`config.mk`:
```
export PLATFORM = sky130hd
export DESIGN_NAME = wr_feeder
export DESIGN_NICKNAME = d
export VERILOG_FILES = /design/src/rtl/wr_feeder.sv
export SDC_FILE = /design/constraint.sdc
export NUM_CORES = 1
export LEC_CHECK = 0
export ABC_AREA = 1
export CAP_MARGIN = 20
export CORE_UTILIZATION = 54
export DETAILED_ROUTE_END_ITERATION = 10
export GPL_ROUTABILITY_DRIVEN = 0
export PLACE_DENSITY = 0.81
export SLEW_MARGIN = 20
export SYNTH_ARGS = -nofsm -noshare
export SYNTH_HDL_FRONTEND = slang
export SYNTH_SLANG_ARGS = --single-unit
```
`constraint.sdc`:
```
create_clock -name wr_clk -period 5.8 [get_ports wr_clk]
set_clock_uncertainty 0.2 [all_clocks]
set_input_delay 0.58 -clock wr_clk [delete_from_list [all_inputs] [get_ports wr_clk]]
set_output_delay 0.58 -clock wr_clk [all_outputs]
set_load 0.1 [all_outputs]
```
`src/rtl/wr_feeder.sv`:
```
// Write-side feeder: buffers producer words and hands them one at a
// time to the FIFO write controller through a req/ack handshake.
module wr_feeder #(
  parameter int DATA_W      = 8,
  parameter int BUF_DEPTH   = 4,
  parameter int ACK_TIMEOUT = 4
) (
  input  logic                         wr_clk,
  input  logic                         rst,
  input  logic                         in_valid,
  input  logic [DATA_W-1:0]            in_data,
  output logic                         in_ready,
  output logic                         wr_req_,
  output logic [DATA_W-1:0]            wr_data,
  input  logic                         wr_en,
  input  logic                         full,
  output logic [$clog2(BUF_DEPTH):0]   buf_count,
  output logic [7:0]                   retry_cnt,
  output logic                         proto_err
);

  localparam int PW = $clog2(BUF_DEPTH);
  localparam int CW = PW + 1;
  localparam int TW = $clog2(ACK_TIMEOUT + 1);

  typedef enum logic [1:0] {
    IDLE,
    REQ,
    WAIT,
    BACKOFF
  } state_t;

  state_t            state;
  state_t            state_nx;
  logic [DATA_W-1:0] mem [BUF_DEPTH];
  logic [PW-1:0]     wr_ptr;
  logic [PW-1:0]     rd_ptr;
  logic [CW-1:0]     count;
  logic [TW-1:0]     wait_cnt;
  logic              push;
  logic              pop;
  logic              timeout;
  logic              has_work;
  logic              req_nx;
  logic              req_q;

  assign in_ready  = count < CW'(BUF_DEPTH);
  assign push      = in_valid && in_ready;
  assign pop       = wr_en && (state == WAIT);
  assign timeout   = (state == WAIT) && !wr_en &&
                     (wait_cnt == TW'(ACK_TIMEOUT));
  assign has_work  = (count != '0) && !full;
  assign buf_count = count;
  assign wr_req_   = req_q;
  assign wr_data   = (count != '0) ? mem[rd_ptr] : '0;

  always_ff @(posedge wr_clk) begin
    if (rst) state <= IDLE;
    else     state <= state_nx;
  end

  always_comb begin
    state_nx = state;
    unique case (state)
      IDLE:    if (has_work) state_nx = REQ;
      REQ:     state_nx = WAIT;
      WAIT: begin
        if (wr_en)        state_nx = IDLE;
        else if (timeout) state_nx = BACKOFF;
      end
      BACKOFF: if (has_work) state_nx = REQ;
      default: state_nx = IDLE;
    endcase
  end

  // Request is registered so it is low exactly while in REQ.
  always_comb begin
    req_nx = 1'b1;
    if (state_nx == REQ) req_nx = 1'b0;
  end

  always_ff @(posedge wr_clk) begin
    if (rst) req_q <= 1'b1;
    else     req_q <= req_nx;
  end

  always_ff @(posedge wr_clk) begin
    if (push) mem[wr_ptr] <= in_data;
  end

  always_ff @(posedge wr_clk) begin
    if (rst) begin
      wr_ptr <= '0;
      rd_ptr <= '0;
      count  <= '0;
    end else begin
      if (push) wr_ptr <= wr_ptr + PW'(1);
      if (pop)  rd_ptr <= rd_ptr + PW'(1);
      unique case ({push, pop})
        2'b10:   count <= count + CW'(1);
        2'b01:   count <= count - CW'(1);
        default: count <= count;
      endcase
    end
  end

  always_ff @(posedge wr_clk) begin
    if (rst)                wait_cnt <= '0;
    else if (state == REQ)  wait_cnt <= TW'(1);
    else if (state == WAIT) wait_cnt <= wait_cnt + TW'(1);
  end

  always_ff @(posedge wr_clk) begin
    if (rst) begin
      retry_cnt <= '0;
      proto_err <= 1'b0;
    end else begin
      if (timeout && retry_cnt != 8'hFF)
        retry_cnt <= retry_cnt + 8'd1;
      if (wr_en && state != WAIT)
        proto_err <= 1'b1;
    end
  end

endmodule

```
==> results.rst <==
.. list-table::
   :header-rows: 1

   * - Metric
     - Value
   * - Outcome
     - finished, final reports clean
   * - Vias in the first global route
     - 1638
   * - Number of synthesized flops with an enable pin
     - 32
   * - Dominant cells by area after synthesis
     - sky130_fd_sc_hd__edfxtp_1 38%, sky130_fd_sc_hd__dfxtp_1 19%, sky130_fd_sc_hd__nor2_1 8.1%
   * - Placed wire-length estimate after detailed placement
     - 3.26 mm
   * - Grt total ovfl
     - 0
   * - Wire length of the first global-routing pass
     - 7.58 mm
   * - # Post-CTS Setup Buffers
     - 0
   * - Total instance count after detailed placement
     - 345
   * - Clock latency of the later-clocked register in the worst-skew pair
     - 0.30 ns
   * - Number of nets in the synthesized netlist
     - 289
   * - Number of DRC violations after detailed-routing iteration 0
     - 109
   * - Die boundary height
     - 70.2 um
   * - # DRC
     - 0
   * - Number of hold buffers added after cts
     - 0
   * - Non-Filler Cell Area, Final
     - 0.00299 mm^2
   * - Num rows
     - 24
   * - Die area
     - 0.00492 mm^2
   * - Number of buffers on the longest clock path
     - 2
   * - CP Capture Type
     - primary output
   * - Number of cells traversed by the worst hold path
     - 1
   * - Number of clock sinks
     - 56
   * - Vias post-DR
     - 1823
   * - Reg2Reg Launch Point
     - state[0]
   * - Number of storage elements in the synthesis netlist
     - 56
   * - Category of the worst setup path launch point
     - register
   * - Number of max-slew violations in the final report
     - 0
   * - Syn Std Cell Area
     - 0.00251 mm^2
   * - TritonCTS clock tree
     - built
   * - Unrepaired setup endpoints after global routing
     - false
   * - Timing-limited maximum frequency
     - 0.297 GHz
   * - End of the critical path
     - wr_data[3]
   * - Worst path required time
     - 5.02 ns
   * - Worst hold path class
     - reg -> reg
   * - Most common cell after layout, fill and taps aside
     - sky130_fd_sc_hd__nor2_1
   * - End-of-flow core utilization
     - 0.677
   * - Number of antenna violations at the first check in global routing
     - 0
   * - Area inside the core boundary
     - 0.00441 mm^2
   * - Iteration count of the initial detailed-routing pass
     - 5
   * - R2R depth
     - 12
   * - Gates resized, CTS repair
     - 0
   * - Slew headroom
     - 0.344
   * - Top flip-flop cell by instance count after synthesis
     - sky130_fd_sc_hd__edfxtp_1
   * - Distinct cell type count of the synthesized netlist
     - 26
   * - Worst voltage drop across the vdd grid
     - 186 uV
   * - Routed wirelength normalized by instance count
     - 12.7 um
   * - Chip Width
     - 70.2 um
   * - CP max FO
     - 17
   * - Total leakage power
     - 1.14 nW
   * - Final period util
     - 0.580
   * - Number of buffers inserted during clock tree synthesis
     - 5
   * - Boundary pin count
     - 35
   * - Period minus WS final
     - 3.37 ns
   * - Pin count of the biggest net entering global routing
     - 18
   * - Post-Place Cell Area
     - 0.00288 mm^2
   * - Average instance area after synthesis
     - 9.47 um^2
   * - Arrival time at the worst endpoint
     - 2.59 ns
   * - Crit Path Class
     - reg -> out
   * - Area share of the largest cell type after synthesis
     - 0.383
   * - Clock root cell
     - sky130_fd_sc_hd__clkbuf_8
   * - Worst reg2reg path endpoint
     - buf_count[2]
   * - Number of warning messages in the yosys log
     - 0
   * - Most used cells in the layout excluding fill and tap cells
     - 54 x sky130_fd_sc_hd__nor2_1, 34 x sky130_fd_sc_hd__clkdlybuf4s50_1, 33 x sky130_fd_sc_hd__inv_1
   * - Number of violations of the max-capacitance limit
     - 0
   * - Count of final hold-check violations
     - 0
   * - Number of I/O port buffers
     - 34
   * - Setup_tns
     - 0 ns
   * - Total chip power
     - 984 uW
   * - Overall routed net length
     - 4.49 mm
   * - Leading area contributor after synthesis
     - sky130_fd_sc_hd__edfxtp_1
   * - Maximum level of the CTS H-tree
     - 2
   * - Routed via count divided by cell count
     - 5.16
   * - Fraction of synthesis flops using an asynchronous set or reset pin
     - 0
   * - Sequential element share of the synthesized area
     - 0.575
   * - Number of non-filler instances in the completed layout
     - 353
   * - Initial Utilization
     - 0.568
   * - Global Route Usage Sum
     - 0.195
   * - Clock transition at the register clock pins on the worst setup and hold paths after CTS
     - 0.09 ns
   * - Antenna fix cells
     - 0
   * - Post-synthesis cell count
     - 265
   * - Tightest Pin Transition
     - 0.980 ns
   * - Power per standard cell area
     - 329 mW/mm^2
   * - Source of the worst hold timing path
     - buf_count[0]
   * - Layout-stage area growth over the synthesis result
     - 19.2%
   * - Final number of setup-violating endpoints
     - 0
   * - Proportion of layout cells with a drive suffix above 1
     - 0.0631
   * - Register-to-register setup slack
     - 3.54 ns
   * - Final net count
     - 324
   * - Antenna Nets Post-Route
     - 0
-- cell families (layout without fill, tap and decap cells) --
kind of cell | Yosys count | count (layout) | share of synthesized area
AOI/OAI and AO/OA | 51 | 51 | 0.108
and+or+nand+nor | 103 | 103 | 0.183
adders and majority gates | 11 | 11 | 0.0579
DFF | 56 | 56 | 0.575
xor gates and xnor gates | 3 | 3 | 0.0105
buffers and inverters | 41 | 77 | 0.0663
-- worst max-delay path: stages (launching register included) --
cell,delay (ns)
sky130_fd_sc_hd__dfxtp_1,0.68
sky130_fd_sc_hd__nor2_1,0.11
sky130_fd_sc_hd__nor2_1,0.11
sky130_fd_sc_hd__o21ai_0,0.09
sky130_fd_sc_hd__a21oi_1,0.16
sky130_fd_sc_hd__clkdlybuf4s50_1,1.15
-- flip-flops by register name, indices dropped and copies added, names as in the netlist, named ones only --
signal	cells
wr_req_	1
wait_cnt	3
mem	32
proto_err	1
wr_ptr	2
buf_count	3
rd_ptr	2
state	2
retry_cnt	8
-- per-layer routing --
metal  vias up  global-route usage  wire length (um)
li1        938                   -                 -
met1       825               0.270              2080
met2        51               0.302              2140
met3         9              0.0404               190
met4         0              0.0756                79
met5         -                   0                 0
-- power by group --
part / internal, mW / switching [mW]
Clock: 0.128 / 0.118
Sequential: 0.446 / 0.0144
Combinational: 0.0676 / 0.209
-- stage by stage --
step | hold slack, ns | worst slack, ns
3_5_place_dp | 0.261 | 2.77
4_1_cts | 0.286 | 2.42
5_1_grt | 0.308 | 2.22
2_1_floorplan | 0.244 | 1.43
3_3_place_gp | 0.255 | 2.78
6_report | 0.286 | 2.43
-- final cells by class --
cell class	count	area [um^2]
flip-flops and latches	56	1440
fillers	346	1430
multi-input cells	168	901
repair buffers	34	340
inverters	35	134
clock buffers	6	72.6
well taps	52	65.1
clock inverters	2	35.0
-- cell usage after synthesis (10+ instances only) --
| master | number |
|---|---|
| sky130_fd_sc_hd__nor2_1 | 54 |
| sky130_fd_sc_hd__inv_1 | 33 |
| sky130_fd_sc_hd__edfxtp_1 | 32 |
| sky130_fd_sc_hd__nand2_1 | 27 |
| sky130_fd_sc_hd__o21ai_0 | 27 |
| sky130_fd_sc_hd__dfxtp_1 | 24 |
| sky130_fd_sc_hd__a21oi_1 | 19 |
| sky130_fd_sc_hd__nand3_1 | 11 |
| sky130_fd_sc_hd__ha_1 | 10 |
-- how the worst min path moves through the flow --
stage                              end
after floorplan               register
after global placement    buf_count[0]
after detailed placement  buf_count[0]
after CTS                 buf_count[0]
after global routing      buf_count[0]
final                     buf_count[0]
(Power assumes the default switching activity.)
